[config.mk]
export PLATFORM = sky130hd
export DESIGN_NAME = fm_message_interp
export DESIGN_NICKNAME = d
export VERILOG_FILES = /design/src/rtl/fm_pkg.sv /design/src/rtl/fm_msg_fifo.sv /design/src/rtl/fm_message_interp.sv
export SDC_FILE = /design/constraint.sdc
export NUM_CORES = 1
export LEC_CHECK = 0
export ABC_AREA = 1
export ABC_CLOCK_PERIOD_IN_PS = 2600
export CORE_MARGIN = 2
export CORE_UTILIZATION = 60
export DETAILED_ROUTE_END_ITERATION = 10
export DONT_BUFFER_PORTS = 1
export GPL_TIMING_DRIVEN = 0
export HOLD_SLACK_MARGIN = 0.03
export PLACE_DENSITY_LB_ADDON = 0.1
export SLEW_MARGIN = 5
export SYNTH_ARGS = -nofsm -noshare
export SYNTH_HDL_FRONTEND = slang
export SYNTH_SLANG_ARGS = --single-unit
export TNS_END_PERCENT = 10
[constraint.sdc]
create_clock -name clk -period 2.6 [get_ports clk]
set_input_delay 0.13 -clock clk [delete_from_list [all_inputs] [get_ports clk]]
set_output_delay 0.13 -clock clk [all_outputs]
set_load 0.02 [all_outputs]
[src/rtl/fm_pkg.sv]
// Shared FM types: message width and the signed message word used by the
// interpolator and the FM modulator's message port.
package fm_pkg;

  localparam int MSG_W = 8;

  typedef logic signed [MSG_W-1:0] msg_t;

endpackage

[src/rtl/fm_msg_fifo.sv]
// Small synchronous FIFO for incoming message samples; no push-to-pop bypass,
// so a pop on an empty FIFO never sees a same-cycle push.
module fm_msg_fifo
  import fm_pkg::*;
#(
  parameter int FIFO_DEPTH_LOG2 = 2
) (
  input  logic                     clk,
  input  logic                     reset,
  input  logic                     push,
  input  msg_t                     push_data,
  input  logic                     pop,
  output msg_t                     pop_data,
  output logic                     full,
  output logic                     empty,
  output logic [FIFO_DEPTH_LOG2:0] level
);

  localparam int DEPTH = 1 << FIFO_DEPTH_LOG2;
  localparam logic [FIFO_DEPTH_LOG2-1:0] PTR_ONE  = FIFO_DEPTH_LOG2'(1);
  localparam logic [FIFO_DEPTH_LOG2:0]   LVL_ONE  = {{FIFO_DEPTH_LOG2{1'b0}}, 1'b1};
  localparam logic [FIFO_DEPTH_LOG2:0]   LVL_FULL = {1'b1, {FIFO_DEPTH_LOG2{1'b0}}};

  msg_t                       mem [DEPTH];
  logic [FIFO_DEPTH_LOG2-1:0] wr_ptr;
  logic [FIFO_DEPTH_LOG2-1:0] rd_ptr;
  logic                       do_push;
  logic                       do_pop;

  assign full     = (level == LVL_FULL);
  assign empty    = (level == '0);
  assign do_push  = push & ~full;
  assign do_pop   = pop & ~empty;
  assign pop_data = mem[rd_ptr];

  // storage is not reset; only pointers and level define validity
  always_ff @(posedge clk) begin
    if (do_push) begin
      mem[wr_ptr] <= push_data;
    end
  end

  always_ff @(posedge clk) begin
    if (!reset) begin
      wr_ptr <= '0;
      rd_ptr <= '0;
      level  <= '0;
    end else begin
      if (do_push) begin
        wr_ptr <= wr_ptr + PTR_ONE;
      end
      if (do_pop) begin
        rd_ptr <= rd_ptr + PTR_ONE;
      end
      case ({do_push, do_pop})
        2'b10:   level <= level + LVL_ONE;
        2'b01:   level <= level - LVL_ONE;
        default: level <= level;
      endcase
    end
  end

endmodule

[src/rtl/fm_message_interp.sv]
// Message feeder for the FM modulator: buffers low-rate samples and spreads each
// over 2**RATE_LOG2 clocks. Define FM_MSG_INTERP_EN for linear interpolation;
// otherwise zero-order hold.
module fm_message_interp
  import fm_pkg::*;
#(
  parameter int RATE_LOG2       = 8,
  parameter int FIFO_DEPTH_LOG2 = 2
) (
  input  logic                     clk,
  input  logic                     reset,
  input  logic                     enable,
  input  msg_t                     s_data,
  input  logic                     s_valid,
  output logic                     s_ready,
  output msg_t                     message,
  output logic                     underrun,
  output logic [FIFO_DEPTH_LOG2:0] fifo_level
);

  localparam logic [RATE_LOG2-1:0] PHASE_ONE = RATE_LOG2'(1);

  logic                 alive;
  logic                 full;
  logic                 empty;
  msg_t                 head;
  logic [RATE_LOG2-1:0] phase;
  msg_t                 cur;
  logic                 boundary;
  logic                 pop;
  msg_t                 msg_next;

  // s_ready stays low through reset and rises on the first cycle after release
  always_ff @(posedge clk) begin
    if (!reset) begin
      alive <= 1'b0;
    end else begin
      alive <= 1'b1;
    end
  end

  assign s_ready  = alive & ~full;
  assign boundary = enable & (phase == '1);
  assign pop      = boundary & ~empty;

  fm_msg_fifo #(
    .FIFO_DEPTH_LOG2(FIFO_DEPTH_LOG2)
  ) u_fifo (
    .clk      (clk),
    .reset    (reset),
    .push     (s_valid & s_ready),
    .push_data(s_data),
    .pop      (pop),
    .pop_data (head),
    .full     (full),
    .empty    (empty),
    .level    (fifo_level)
  );

  always_ff @(posedge clk) begin
    if (!reset) begin
      phase    <= '0;
      cur      <= '0;
      message  <= '0;
      underrun <= 1'b0;
    end else begin
      underrun <= boundary & empty;
      if (enable) begin
        phase   <= phase + PHASE_ONE;
        message <= msg_next;
      end
      if (pop) begin
        cur <= head;
      end
    end
  end

`ifdef FM_MSG_INTERP_EN
  localparam int PW = MSG_W + 1 + RATE_LOG2;

  msg_t                  prev;
  logic signed [MSG_W:0] diff;
  logic signed [PW-1:0]  prod;

  // on an empty boundary prev catches up with cur, so the output goes flat
  always_ff @(posedge clk) begin
    if (!reset) begin
      prev <= '0;
    end else if (boundary) begin
      prev <= cur;
    end
  end

  // result lies between prev and cur, so modulo-256 arithmetic is exact
  always_comb begin
    diff     = {cur[MSG_W-1], cur} - {prev[MSG_W-1], prev};
    prod     = PW'(diff) * $signed(PW'({1'b0, phase}));
    msg_next = prev + msg_t'(prod >>> RATE_LOG2);
  end
`else
  assign msg_next = cur;
`endif

endmodule

# After elaboration in Yosys (flattened, before gate mapping)
# Memories as Yosys holds them, arrays and structs flattened. A register that Yosys moved wholly into a read port is not among the register bits.
# Index checks and enable logic that the tools add are counted.
# W data, S select, Z words.
# classes
add_sub_neg	5
n_eq_ne	4
n_mux	4
bitwise	9
reduce_logical	3
# op_table
operator	count
$add A8 B1 Y8 const B	1
$eq A8 B8 Y1 const B	1
$and A1 B1 Y1	7
$pmux W3 S2	1
$add A2 B1 Y2 const B	2
$add A3 B1 Y3 const B	1
$eq A3 B3 Y1 const B	1
$logic_not A3 Y1	1
$mux W1	3
$sub A3 B1 Y3 const B	1
$eq A2 B1 Y1 const B	1
$eq A2 B2 Y1 const B	1
$not A1 Y1	2
$reduce_bool A2 Y1	1
$logic_not A1 Y1	1
# word_totals
regBits	25
mem_bits_rw	32
in_bits	12
out_inout_bits	13
elab_cells	33
memories	1
# memory_table
name	words	word_bits	rd	rd_ports_with_merged_regs	write_ports	line_no	source
u_fifo.mem	4	8	1	1	1	fm_msg_fifo.sv:24	msg_t mem [DEPTH];

# Depth between registers and ports, before layout
# Gate-level depths: netlist of run 1.
# logic_depth
ltp_word	7
mapped_depth	14
ltp_nobuf	13

# Hierarchy
# A second synthesis of run 1 with hierarchy kept.
# unflattened
hier_cells	297
hier_area_um2	2792.7
# by_module_without_submodules
mod	instances	cells_per_inst	area_each_um2	seq_area_each_um2
fm_msg_fifo	1	145	1681.6	1141.1
fm_message_interp	1	152	1111.1	520.5

# Worst setup path after synthesis of run 1
# No wires, ideal clock.
# synth_timing
kind	flip-flop to flip-flop
startpoint	register phase[0]
endpoint	register u_fifo.level[2]
setup_ns	0.119
arrival_ns	2.051
t_required_ns	2.481
slack_ns	0.430
path_stages_with_launch	14
n_path_buf	1
period_less_slack_ns	2.170
cell_sequence	dfxtp_1 -> ha_1 -> nand3_1 -> nor2_4 -> nand3_4 -> buf_6 -> inv_1 -> ha_1 -> inv_1 -> fa_1 -> nand2_1 -> nand3_1 -> o21ai_0 -> a21oi_1
# synth_between
elab_chain_len	6
elab_cells_between_ends	8
cone_classes	eq/ne (3); mux (1); bitwise (3); reduce/logical (1)
# synth_lines
element	line_no	source
from (decl)	fm_message_interp.sv:27	logic [RATE_LOG2-1:0] phase;
from (signal assigned)	fm_message_interp.sv:69	phase <= phase + PHASE_ONE;
$eq A8 B8 Y1 *	fm_message_interp.sv:43	assign boundary = enable & (phase == '1);
$and A1 B1 Y1 *	fm_message_interp.sv:43	
$and A1 B1 Y1 *	fm_message_interp.sv:44	assign pop = boundary & ~empty;
via pop	fm_message_interp.sv:30	logic pop;
$and A1 B1 Y1 *	fm_msg_fifo.sv:33	assign do_pop = pop & ~empty;
$eq A2 B1 Y1 / $eq A2 B2 Y1 (equally long branches)	fm_msg_fifo.sv:55	case ({do_push, do_pop})
$pmux W3 S2 / $reduce_bool A2 Y1 (equally long branches)	-	
to (signal assigned)	fm_msg_fifo.sv:56	2'b10: level <= level + LVL_ONE;
to (signal assigned)	fm_msg_fifo.sv:57	2'b01: level <= level - LVL_ONE;
to (signal assigned)	fm_msg_fifo.sv:58	default: level <= level;
to (decl)	fm_msg_fifo.sv:16	output logic [FIFO_DEPTH_LOG2:0] level
# The timed path passes the listed nets; every way through them passes the cells marked *.
# A chain may end at the register's enable or synchronous reset.

# Worst setup path in the final report of run 1
# Same ends and word-level chain as after synthesis.

==> results of run 1 <==
-- routing by layer --
metal | global-route usage | vias to the layer above | share of wire
met5 | 0 | - | 0
li1 | - | 994 | -
met2 | 0.3658 | 37 | 0.48
met1 | 0.2790 | 807 | 0.46
met4 | 0.09015 | 0 | 0.017
met3 | 0.08120 | 8 | 0.048
-- power breakdown --
group / internal, mW / switching [mW] / leakage (nW)
clock: 0.436 / 0.376 / 0.0897
sequential: 1.10 / 0.0219 / 0.559
combinational: 0.0319 / 0.0552 / 0.569
total: 1.57 / 0.453 / 1.22
-- how the worst max path moves through the flow --
stage | start | endpoint | slack, ns | cells after the start
3_3_place_gp | phase[0] | u_fifo.level[2] | 0.27 | 13
5_1_grt | phase[0] | u_fifo.level[2] | 0.009 | 13
3_5_place_dp | phase[0] | u_fifo.level[2] | 0.20 | 13
6_report | phase[0] | u_fifo.level[2] | 0.25 | 13
4_1_cts | phase[0] | u_fifo.level[2] | 0.19 | 13
2_1_floorplan | phase[0] | u_fifo.level[2] | 0.43 | 13
-- flip-flops by register name (all words and copies together), names as in the netlist --
name	cells
u_fifo.mem	32
cur	8
message	8
phase	8
u_fifo.level	3
u_fifo.rd_ptr	2
u_fifo.wr_ptr	2
alive	1
underrun	1
-- cell families (layout without fill, tap and decap cells) --
kind of cell | count (synthesis) | count (layout)
flip-flops | 65 | 65
AO/OA/AOI/OAI | 50 | 50
adder cells (fa/ha/maj) | 7 | 7
AND/OR/NAND/NOR | 127 | 127
buffers and inverters | 39 | 68
-- layout make-up --
class,instances,area share
Timing Repair Buffer,13,0.04108
Clock inverter,6,0.01931
Tap cell,52,0.02136
Sequential cell,65,0.5325
Buffer,9,0.01602
Inverter,30,0.03698
Multi-Input combinational cell,184,0.2909
Clock buffer,10,0.04191
-- cell usage in the layout, fill, tap and decap left out, drive strengths merged --
cell,count
nand2,46
nand3b,1
inv,28
and2,1
o21ai,29
buf,7
bufinv,1
clkbuf,14
a31oi,1
a21oi,19
nor3,3
dlygate4sd3,11
o21a,1
dfxtp,33
nor2,63
nor3b,1
clkinv,5
edfxtp,32
fa,1
clkinvlp,2
ha,6
nand4,1
nand3,11
-- critical path: cells and delay by family (launching register included) --
| family | cells | cell delay [ns] |
|---|---|---|
| flops | 1 | 0.38 |
| simple gates | 5 | 0.61 |
| compound gates | 2 | 0.22 |
| fa+ha+maj | 3 | 0.73 |
| buf+inv | 3 | 0.29 |
-- metrics by stage --
step,power (mW),utilization,setup slack [ns],instances
6_report,2.018,0.7043,0.2506,369
5_1_grt,2.089,0.7043,0.008985,369
4_1_cts,2.026,0.6997,0.1919,367
3_5_place_dp,1.209,0.6311,0.2033,340
3_3_place_gp,1.207,0.6311,0.2655,340
2_1_floorplan,1.192,-,0.4296,288
-- timing repair --
item | CTS | global route
hold buffers | 11 | 0
setup endpoints to repair | 0 | 1
setup buffers | 0 | 2
hold endpoints to repair | 39 | 0
gates resized for setup | 0 | 1
==> results.sh, run 1 <==
export IMPL_holdPathStages=2
export IMPL_clk_latency_ns=0.34
export IMPL_async_flop_share=0
export IMPL_ys_ff_latch=65
export IMPL_avgViaCountPerCell=5.003
export IMPL_crit_path_max_incr_delay_ns=0.38
export IMPL_max_cap_violations=0
export IMPL_drtIter0Drc=110
export IMPL_whs_ns=0.05471
export IMPL_placed_cell_area_mm2=0.002729
export IMPL_synthCells=288
export IMPL_rsz0062_at_grt="no"
export IMPL_synth_area_mux_share=0
export IMPL_min_from="reset"
export IMPL_clockBufferDepth=2
export IMPL_slew_viol_final=0
export IMPL_area_growth_pct=14.33
export IMPL_netlist_area_mm2=0.002664
export IMPL_worstPathArrival_ns=2.58
export IMPL_crit_path_end_kind="register"
export IMPL_reg2reg_slack_ns=0.25
export IMPL_vias=1846
export IMPL_synth_edff_count=32
export IMPL_min_delay_path_class="primary input to register"
export IMPL_worstSetupPathType="register to register"
export IMPL_portBuffers=0
export IMPL_grtUsageTotal=0.2261
export IMPL_synth_xor_area_frac=0
export IMPL_ys_flop_type="dfxtp_1"
export IMPL_core_mm2=0.004324
export IMPL_avgSynthCellArea_um2=9.249
export IMPL_min_period_ns=2.349
export IMPL_grt_max_degree=12
export IMPL_synth_compound_area_share=0.09535
export IMPL_worstRegToRegCells=13
export IMPL_tightest_slew_ns=0.8441
export IMPL_fmax_ghz=0.4256
export IMPL_synth_top_family_by_area="simple AND/OR/NAND/NOR gates"
export IMPL_reg2reg_to="u_fifo.level[2]"
export IMPL_rows=24
export IMPL_setup_violations=0
export IMPL_synth_common_cells="62 x nor2_1, 46 x nand2_1, 33 x dfxtp_1, 32 x edfxtp_1, 29 x o21ai_0"
export IMPL_min_to="u_fifo.rd_ptr[1]"
export IMPL_synth_top_area_cell="edfxtp_1"
export IMPL_tns_ns=0
export IMPL_seqCellArea_mm2=0.001622
export IMPL_synth_most_common_cell="nor2_1"
export IMPL_dr_pass1_iters=4
export IMPL_ios=25
export IMPL_multiInputGateArea_um2=885.9
export IMPL_cts_root_buf="clkbuf_8"
export IMPL_dieArea_mm2=0.004989
export IMPL_synth_net_count=307
export IMPL_diodes=0
export IMPL_first_global_vias=1829
export IMPL_crit_fanout=10
export IMPL_nets=331
export IMPL_yosysWarnings=0
export IMPL_cts_buffers=9
export IMPL_leakagePower_nw=1.218
export IMPL_ant_nets=0
export IMPL_synth_top_area_frac=0.3607
export IMPL_drc=0
export IMPL_start_util=0.6160
export IMPL_die_h_um=70.63
export IMPL_h_tree_depth=3
export IMPL_synthTopCellsByArea="edfxtp_1 36%, dfxtp_1 25%, nor2_1 8.7%, nand2_1 6.5%, o21ai_0 5.4%"
export IMPL_max_slew_margin_rel=0.4352
export IMPL_drive_gt1_frac=0.07886
export IMPL_place_congestion=0.8478
export IMPL_worstReg2RegStart="phase[0]"
export IMPL_ir_worst_vdd_v=0.0005883
export IMPL_status="finished, final reports clean"
export IMPL_overflow=0
export IMPL_post_synth_num_cell_types=25
export IMPL_dp_hpwl_um=3115
export IMPL_hold_viol=0
export IMPL_cp_start_kind="register"
export IMPL_power_density_mw_per_mm2=662.6
export IMPL_synthAdderAreaFrac=0.03570
export IMPL_required_ns=2.83
export IMPL_grt_pass1_wl_um=8473
export IMPL_clk_pin_slew_worst_paths_ns=0.07
export IMPL_cts_tree="yes"
export IMPL_synth_simple_area_share=0.1996
export IMPL_min_period_over_period=0.9036
export IMPL_wire_per_inst_um=13.58
export IMPL_path_cells="ha_1, nand3_1, nor2_4, nand3_4, buf_6, inv_1, ha_1, inv_1, fa_1, nand2_1, nand3_1, o21ai_0, a21oi_1"
export IMPL_cts_sinks=65
export IMPL_chipWidth_um=70.63
export IMPL_yosysSeqAreaShare=0.6087
export IMPL_fillers=336
export IMPL_slowest_stage="dfxtp_1"
export IMPL_final_area_mm2=0.003045
export IMPL_clock_skew_ns=0.007354
export IMPL_antenna_found_initial=0
export IMPL_wirelength_um=5011
(Power assumes the default switching activity.)
==> inputs of run 2 (changes only) <==
Settings changed: CELL_PAD_IN_SITES_DETAIL_PLACEMENT from default to 0, CELL_PAD_IN_SITES_GLOBAL_PLACEMENT from default to 2, CORE_UTILIZATION 60 to 39.
==> run 2 against run 1 <==
Wire length grew 4.8%. Combinational power shrank 1%. Highest routed layer unchanged. Critical endpoint unchanged. Worst setup slack gained 0.096 ns. Non-clock buffer count grew 3.
==> results.sh, run 2 (synthesis gave the netlist of run 1 again) <==
export IMPL_tns_ns=0
export IMPL_fillers=668
export IMPL_overflow=0
export IMPL_min_period_ns=2.253
export IMPL_regMostFlops="u_fifo.mem"
export IMPL_use_met3=0.04095
export IMPL_drtIter0Drc=64
export IMPL_max_slew_margin_rel=0.4601
export IMPL_worstRegToRegCells=13
export IMPL_setup_violations=0
export IMPL_power_density_mw_per_mm2=663.0
export IMPL_fin_total_pwr_mw=2.063
export IMPL_max_cap_violations=0
export IMPL_vias=1844
export IMPL_start_util=0.3965
export IMPL_status="finished, final reports clean"
export IMPL_grt_max_degree=14
export IMPL_required_ns=2.83
export IMPL_min_delay_path_class="primary input to register"
export IMPL_ir_worst_vdd_v=0.0003284
export IMPL_clockBufferDepth=2
export IMPL_worstPathArrival_ns=2.48
export IMPL_crit_path_end_kind="register"
export IMPL_critical_path_startpoint="phase[0]"
export IMPL_rows=30
export IMPL_drive_gt1_frac=0.08750
export IMPL_clk_pin_slew_worst_paths_ns=0.07
export IMPL_dp_hpwl_um=3432
export IMPL_reg2reg_slack_ns=0.35
export IMPL_cts_root_buf="clkbuf_8"
export IMPL_worstReg2RegStart="phase[0]"
export IMPL_layout_commonest_cell="nor2_1"
export IMPL_antenna_found_initial=0
export IMPL_dr_pass1_iters=4
export IMPL_diodes=0
export IMPL_cts_sinks=65
export IMPL_clock_skew_ns=0.008784
export IMPL_cts_buffers=9
export IMPL_first_global_vias=1680
export IMPL_wire_per_inst_um=13.13
export IMPL_portBuffers=0
export IMPL_crit_fanout=10
export IMPL_fmax_ghz=0.4438
export IMPL_cts_tree="yes"
export IMPL_hold_viol=0
export IMPL_place_congestion=0.7157
export IMPL_cp_start_kind="register"
export IMPL_gr_usage_met2=0.2245
export IMPL_grtUsageTotal=0.1541
export IMPL_slew_viol_final=0
export IMPL_layout_common_cells="62 x nor2_1, 46 x nand2_1, 33 x dfxtp_1"
export IMPL_ant_nets=0
export IMPL_clk_latency_ns=0.34
export IMPL_dieArea_mm2=0.007507
export IMPL_grt_pass1_wl_um=8535
export IMPL_drc=0
export IMPL_wirelength_um=5252
export IMPL_grt_met1_usage=0.2116
export IMPL_grt_busiest_layer="met2"
export IMPL_core_mm2=0.006719
export IMPL_min_to="u_fifo.wr_ptr[0]"
export IMPL_largest_reg_flops=32
export IMPL_holdPathStages=2
export IMPL_chipWidth_um=86.65
export IMPL_min_from="reset"
export IMPL_ios=25
export IMPL_leakagePower_nw=1.235
export IMPL_tightest_slew_ns=0.8069
export IMPL_h_tree_depth=3
export IMPL_min_period_over_period=0.8666
export IMPL_reg2reg_to="u_fifo.level[2]"
export IMPL_rsz0062_at_grt="no"
export IMPL_worstSetupPathType="register to register"
export IMPL_area_growth_pct=16.82
export IMPL_die_h_um=86.65
export IMPL_nets=334
export IMPL_avgViaCountPerCell=4.610
run 2: cell count changes in the layout (fill, tap and decap cells not counted):
cell and change:
clkinv_4 +1, nand3_1 +1, o21ai_0 -1, nand3_2 -1, inv_6 +3, clkinvlp_4 -1
buf_4 +3, clkinv_2 -2, clkbuf_1 -1, o21ai_1 +1
run 2: where the power goes:
part / switching [mW] / leakage (nW) / internal (mW) / total (mW)
Clock: 0.408 / 0.0983 / 0.451 / 0.859
Combinational: 0.0543 / 0.578 / 0.0314 / 0.0858
Sequential: 0.0215 / 0.559 / 1.10 / 1.12
Total: 0.484 / 1.24 / 1.58 / 2.06
run 2: repair_timing:
action / CTS / global route
hold endpoints to repair: 39 / 0
setup endpoints to repair: 0 / 1
hold buffers: 11 / 0
buffers inserted: 0 / 5
resized for setup: 0 / 1
run 2: per-layer routing:
layer / vias up / part of all wire
met1: 811 / 0.50
met4: 0 / 0.019
met2: 29 / 0.45
met5: - / 0
met3: 9 / 0.034
li1: 995 / -
run 2: layout make-up:
cell class                 count  area (µm²)  share of cell area
multi-input combinational    184       880.8              0.2831
sequential                    65        1622              0.5211
buffer                         9       48.80             0.01568
inverter                      30       112.6             0.03619
clock buffer                   9       123.9             0.03981
timing repair buffer          16       147.6             0.04745
tap                           80       100.1             0.03217
clock inverter                 7       76.32             0.02453
run 2: worst max-delay path by stage:
stage          slack [ns]  cells past startpoint         endpoint
3_3_place_gp         0.20                     13  u_fifo.level[2]
6_report             0.35                     13  u_fifo.level[2]
3_5_place_dp         0.17                     13  u_fifo.level[2]
4_1_cts              0.16                     13  u_fifo.level[2]
5_1_grt              0.09                     13  u_fifo.level[2]
2_1_floorplan        0.43                     13  u_fifo.level[2]
run 2: worst max-delay path, cell delays in order, from the launching register on:
cell	delay, ns
dfxtp_1	0.38
ha_1	0.21
nand3_1	0.14
nor2_4	0.17
nand3_4	0.11
buf_6	0.16
inv_1	0.05
ha_1	0.16
inv_1	0.06
fa_1	0.37
nand2_1	0.08
nand3_1	0.09
o21ai_1	0.12
a21oi_1	0.04
run 2: through the flow:
step	instances	util	hold slack [ns]	setup slack, ns	instance area, µm²
5_1_grt	400	0.4631	0.05963	0.08533	3112
2_1_floorplan	288	-	0.1577	0.4296	2664
6_report	400	0.4631	0.06288	0.3469	3112
3_3_place_gp	368	0.4114	0.1583	0.1979	2764
4_1_cts	395	0.4575	0.05431	0.1639	3074
3_5_place_dp	368	0.4114	0.1583	0.1725	2764
==> inputs of run 3 (changes only) <==
Settings changed: ABC_CLOCK_PERIOD_IN_PS 2600 to 2750, CORE_UTILIZATION 39 to 42.
Clock period 2.6 ns to 2.75 ns, I/O delays scaled along.
==> run 3 against run 2 <==
Total power shrank 7.1%. Fmax fell by 6.4%. Clock power decreased by 9.3%. Critical path depth unchanged. Worst setup slack lost 0.0038 ns. Core utilization increased by 2.8 points. Clock skew is 0.0029 ns lower. Critical endpoint unchanged. Design area decreased by 1.5%. Sequential cell count did not move. Sequential share of layout area is 0.79 points higher.
==> results.sh, run 3 (synthesis gave the netlist of run 1 again) <==
export IMPL_slew_viol_final=0
export IMPL_grtUsageTotal=0.1615
export IMPL_vias=1843
export IMPL_fin_total_pwr_mw=1.917
export IMPL_largest_reg_flops=32
export IMPL_p_sw_frac=0.2264
export IMPL_cts_sinks=65
export IMPL_h_tree_depth=3
export IMPL_required_ns=2.98
export IMPL_highest_layer="met4"
export IMPL_core_mm2=0.006241
export IMPL_dr_pass1_iters=4
export IMPL_cts_buffers=9
export IMPL_worstReg2RegStart="phase[0]"
export IMPL_crit_fanout=10
export IMPL_tightest_slew_ns=0.8336
export IMPL_tns_ns=0
export IMPL_power_switching_mw=0.4342
export IMPL_min_to="u_fifo.rd_ptr[1]"
export IMPL_max_cap_violations=0
export IMPL_cts_root_buf="clkbuf_8"
export IMPL_rows=29
export IMPL_ios=25
export IMPL_min_period_ns=2.407
export IMPL_power_frac_comb=0.042
export IMPL_drtIter0Drc=73
export IMPL_clk_latency_ns=0.33
export IMPL_met1_length_um=2501
export IMPL_post_cts_resized=0
export IMPL_hold_viol=0
export IMPL_pwr_share_clk=0.406
export IMPL_cts_tree="yes"
export IMPL_layout_common_cells="62 x nor2_1, 46 x nand2_1, 33 x dfxtp_1"
export IMPL_power_density_mw_per_mm2=625.5
export IMPL_chipWidth_um=83.64
export IMPL_wire_per_inst_um=13.19
export IMPL_fmax_ghz=0.4155
export IMPL_avgViaCountPerCell=4.702
export IMPL_grt_max_degree=13
export IMPL_max_slew_margin_rel=0.4422
export IMPL_min_delay_path_class="primary input to register"
export IMPL_portBuffers=0
export IMPL_worstRegToRegCells=13
export IMPL_grt_pass1_wl_um=8638
export IMPL_cp_start_kind="register"
export IMPL_reg2reg_to="u_fifo.level[2]"
export IMPL_ir_worst_vdd_v=0.0004155
export IMPL_wl_met3_um=291
export IMPL_clock_skew_ns=0.005929
export IMPL_clockBufferDepth=2
export IMPL_layout_commonest_cell="nor2_1"
export IMPL_power_frac_seq=0.552
export IMPL_place_congestion=0.6904
export IMPL_nets=329
export IMPL_clk_pin_slew_worst_paths_ns=0.07
export IMPL_area_growth_pct=15.08
export IMPL_drive_gt1_frac=0.07302
export IMPL_internal_power_mw=1.483
export IMPL_holdPathStages=2
export IMPL_min_from="reset"
export IMPL_regMostFlops="u_fifo.mem"
export IMPL_wl_met2_um=2263
export IMPL_drc=0
export IMPL_reg2reg_slack_ns=0.34
export IMPL_setup_violations=0
export IMPL_leakagePower_nw=1.205
export IMPL_antenna_found_initial=0
export IMPL_wirelength_um=5170
export IMPL_overflow=0
export IMPL_status="finished, final reports clean"
export IMPL_min_period_over_period=0.8753
export IMPL_worstPathArrival_ns=2.63
export IMPL_dieArea_mm2=0.006996
export IMPL_dp_hpwl_um=3341
export IMPL_start_util=0.4268
export IMPL_worstSetupPathType="register to register"
export IMPL_diodes=0
export IMPL_first_global_vias=1733
export IMPL_crit_path_end_kind="register"
export IMPL_rsz0062_at_grt="no"
export IMPL_ant_nets=0
export IMPL_fillers=627
export IMPL_die_h_um=83.64
==> run 3: cell types whose count changed in the layout (fill, tap and decap cells not counted) <==
| cell | before | now |
|---|---|---|
| clkinv_4 | 1 | 2 |
| inv_6 | 3 | 0 |
| buf_4 | 6 | 1 |
| clkinv_2 | 0 | 1 |
| o21ai_0 | 28 | 29 |
| clkinvlp_4 | 1 | 2 |
| o21ai_1 | 1 | 0 |
==> run 3: power groups by stage <==
stage	Clock [mW]	Combinational, mW	Sequential [mW]
6_report	0.779	0.0812	1.06
5_1_grt	0.848	0.0951	1.06
4_1_cts	0.801	0.0829	1.06
3_5_place_dp	0	0.0647	1.08
3_3_place_gp	0	0.0646	1.08
2_1_floorplan	0	0.0498	1.08
==> run 3: through the flow <==
| step | std cells | cell area, µm² | worst slack [ns] | utilization | hold slack (ns) |
|---|---|---|---|---|---|
| final | 392 | 3065 | 0.3431 | 0.4912 | 0.07780 |
| after global routing | 392 | 3065 | 0.06251 | 0.4912 | 0.07643 |
| after CTS | 392 | 3065 | 0.3136 | 0.4912 | 0.06633 |
| after detailed placement | 365 | 2760 | 0.3305 | 0.4423 | 0.1660 |
| after global placement | 365 | 2760 | 0.3615 | 0.4423 | 0.1660 |
| after floorplan | 288 | 2664 | 0.5796 | - | 0.1652 |
==> run 3: worst max-delay path by stage <==
stage,from,cells after the start,slack (ns),to
6_report,phase[0],13,0.34,u_fifo.level[2]
2_1_floorplan,phase[0],13,0.58,u_fifo.level[2]
3_5_place_dp,phase[0],13,0.33,u_fifo.level[2]
4_1_cts,phase[0],13,0.31,u_fifo.level[2]
3_3_place_gp,phase[0],13,0.36,u_fifo.level[2]
5_1_grt,phase[0],13,0.06,u_fifo.level[2]
==> run 3: timing repair <==
| action | 4_1_cts | 5_1_grt |
|---|---|---|
| setup buffers | 0 | 0 |
| endpoints found under the hold margin | 39 | 0 |
| hold buffers | 11 | 0 |
==> run 3: routing by layer <==
metal,vias to the layer above,global-route usage
met4,0,0.07478
met1,803,0.2141
met5,-,0
li1,988,-
met3,12,0.04748
met2,40,0.2444
==> run 3: critical path, stage by stage, from the launching register on <==
cell	delay, ns
dfxtp_1	0.37
ha_1	0.21
nand3_1	0.13
nor2_4	0.20
nand3_4	0.17
buf_6	0.19
inv_1	0.05
ha_1	0.15
inv_1	0.06
fa_1	0.38
nand2_1	0.08
nand3_1	0.09
o21ai_0	0.16
a21oi_1	0.06
==> run 3: area by class of cell <==
cell class,instances,area [µm²],share of cell area
Clock buffer,9,123.9,0.04041
Sequential cell,65,1622,0.5290
Timing Repair Buffer,11,110.1,0.03592
Buffer,9,48.80,0.01592
Tap cell,77,96.34,0.03143
Clock inverter,7,71.32,0.02327
Inverter,30,112.6,0.03673
Multi-Input combinational cell,184,880.8,0.2873
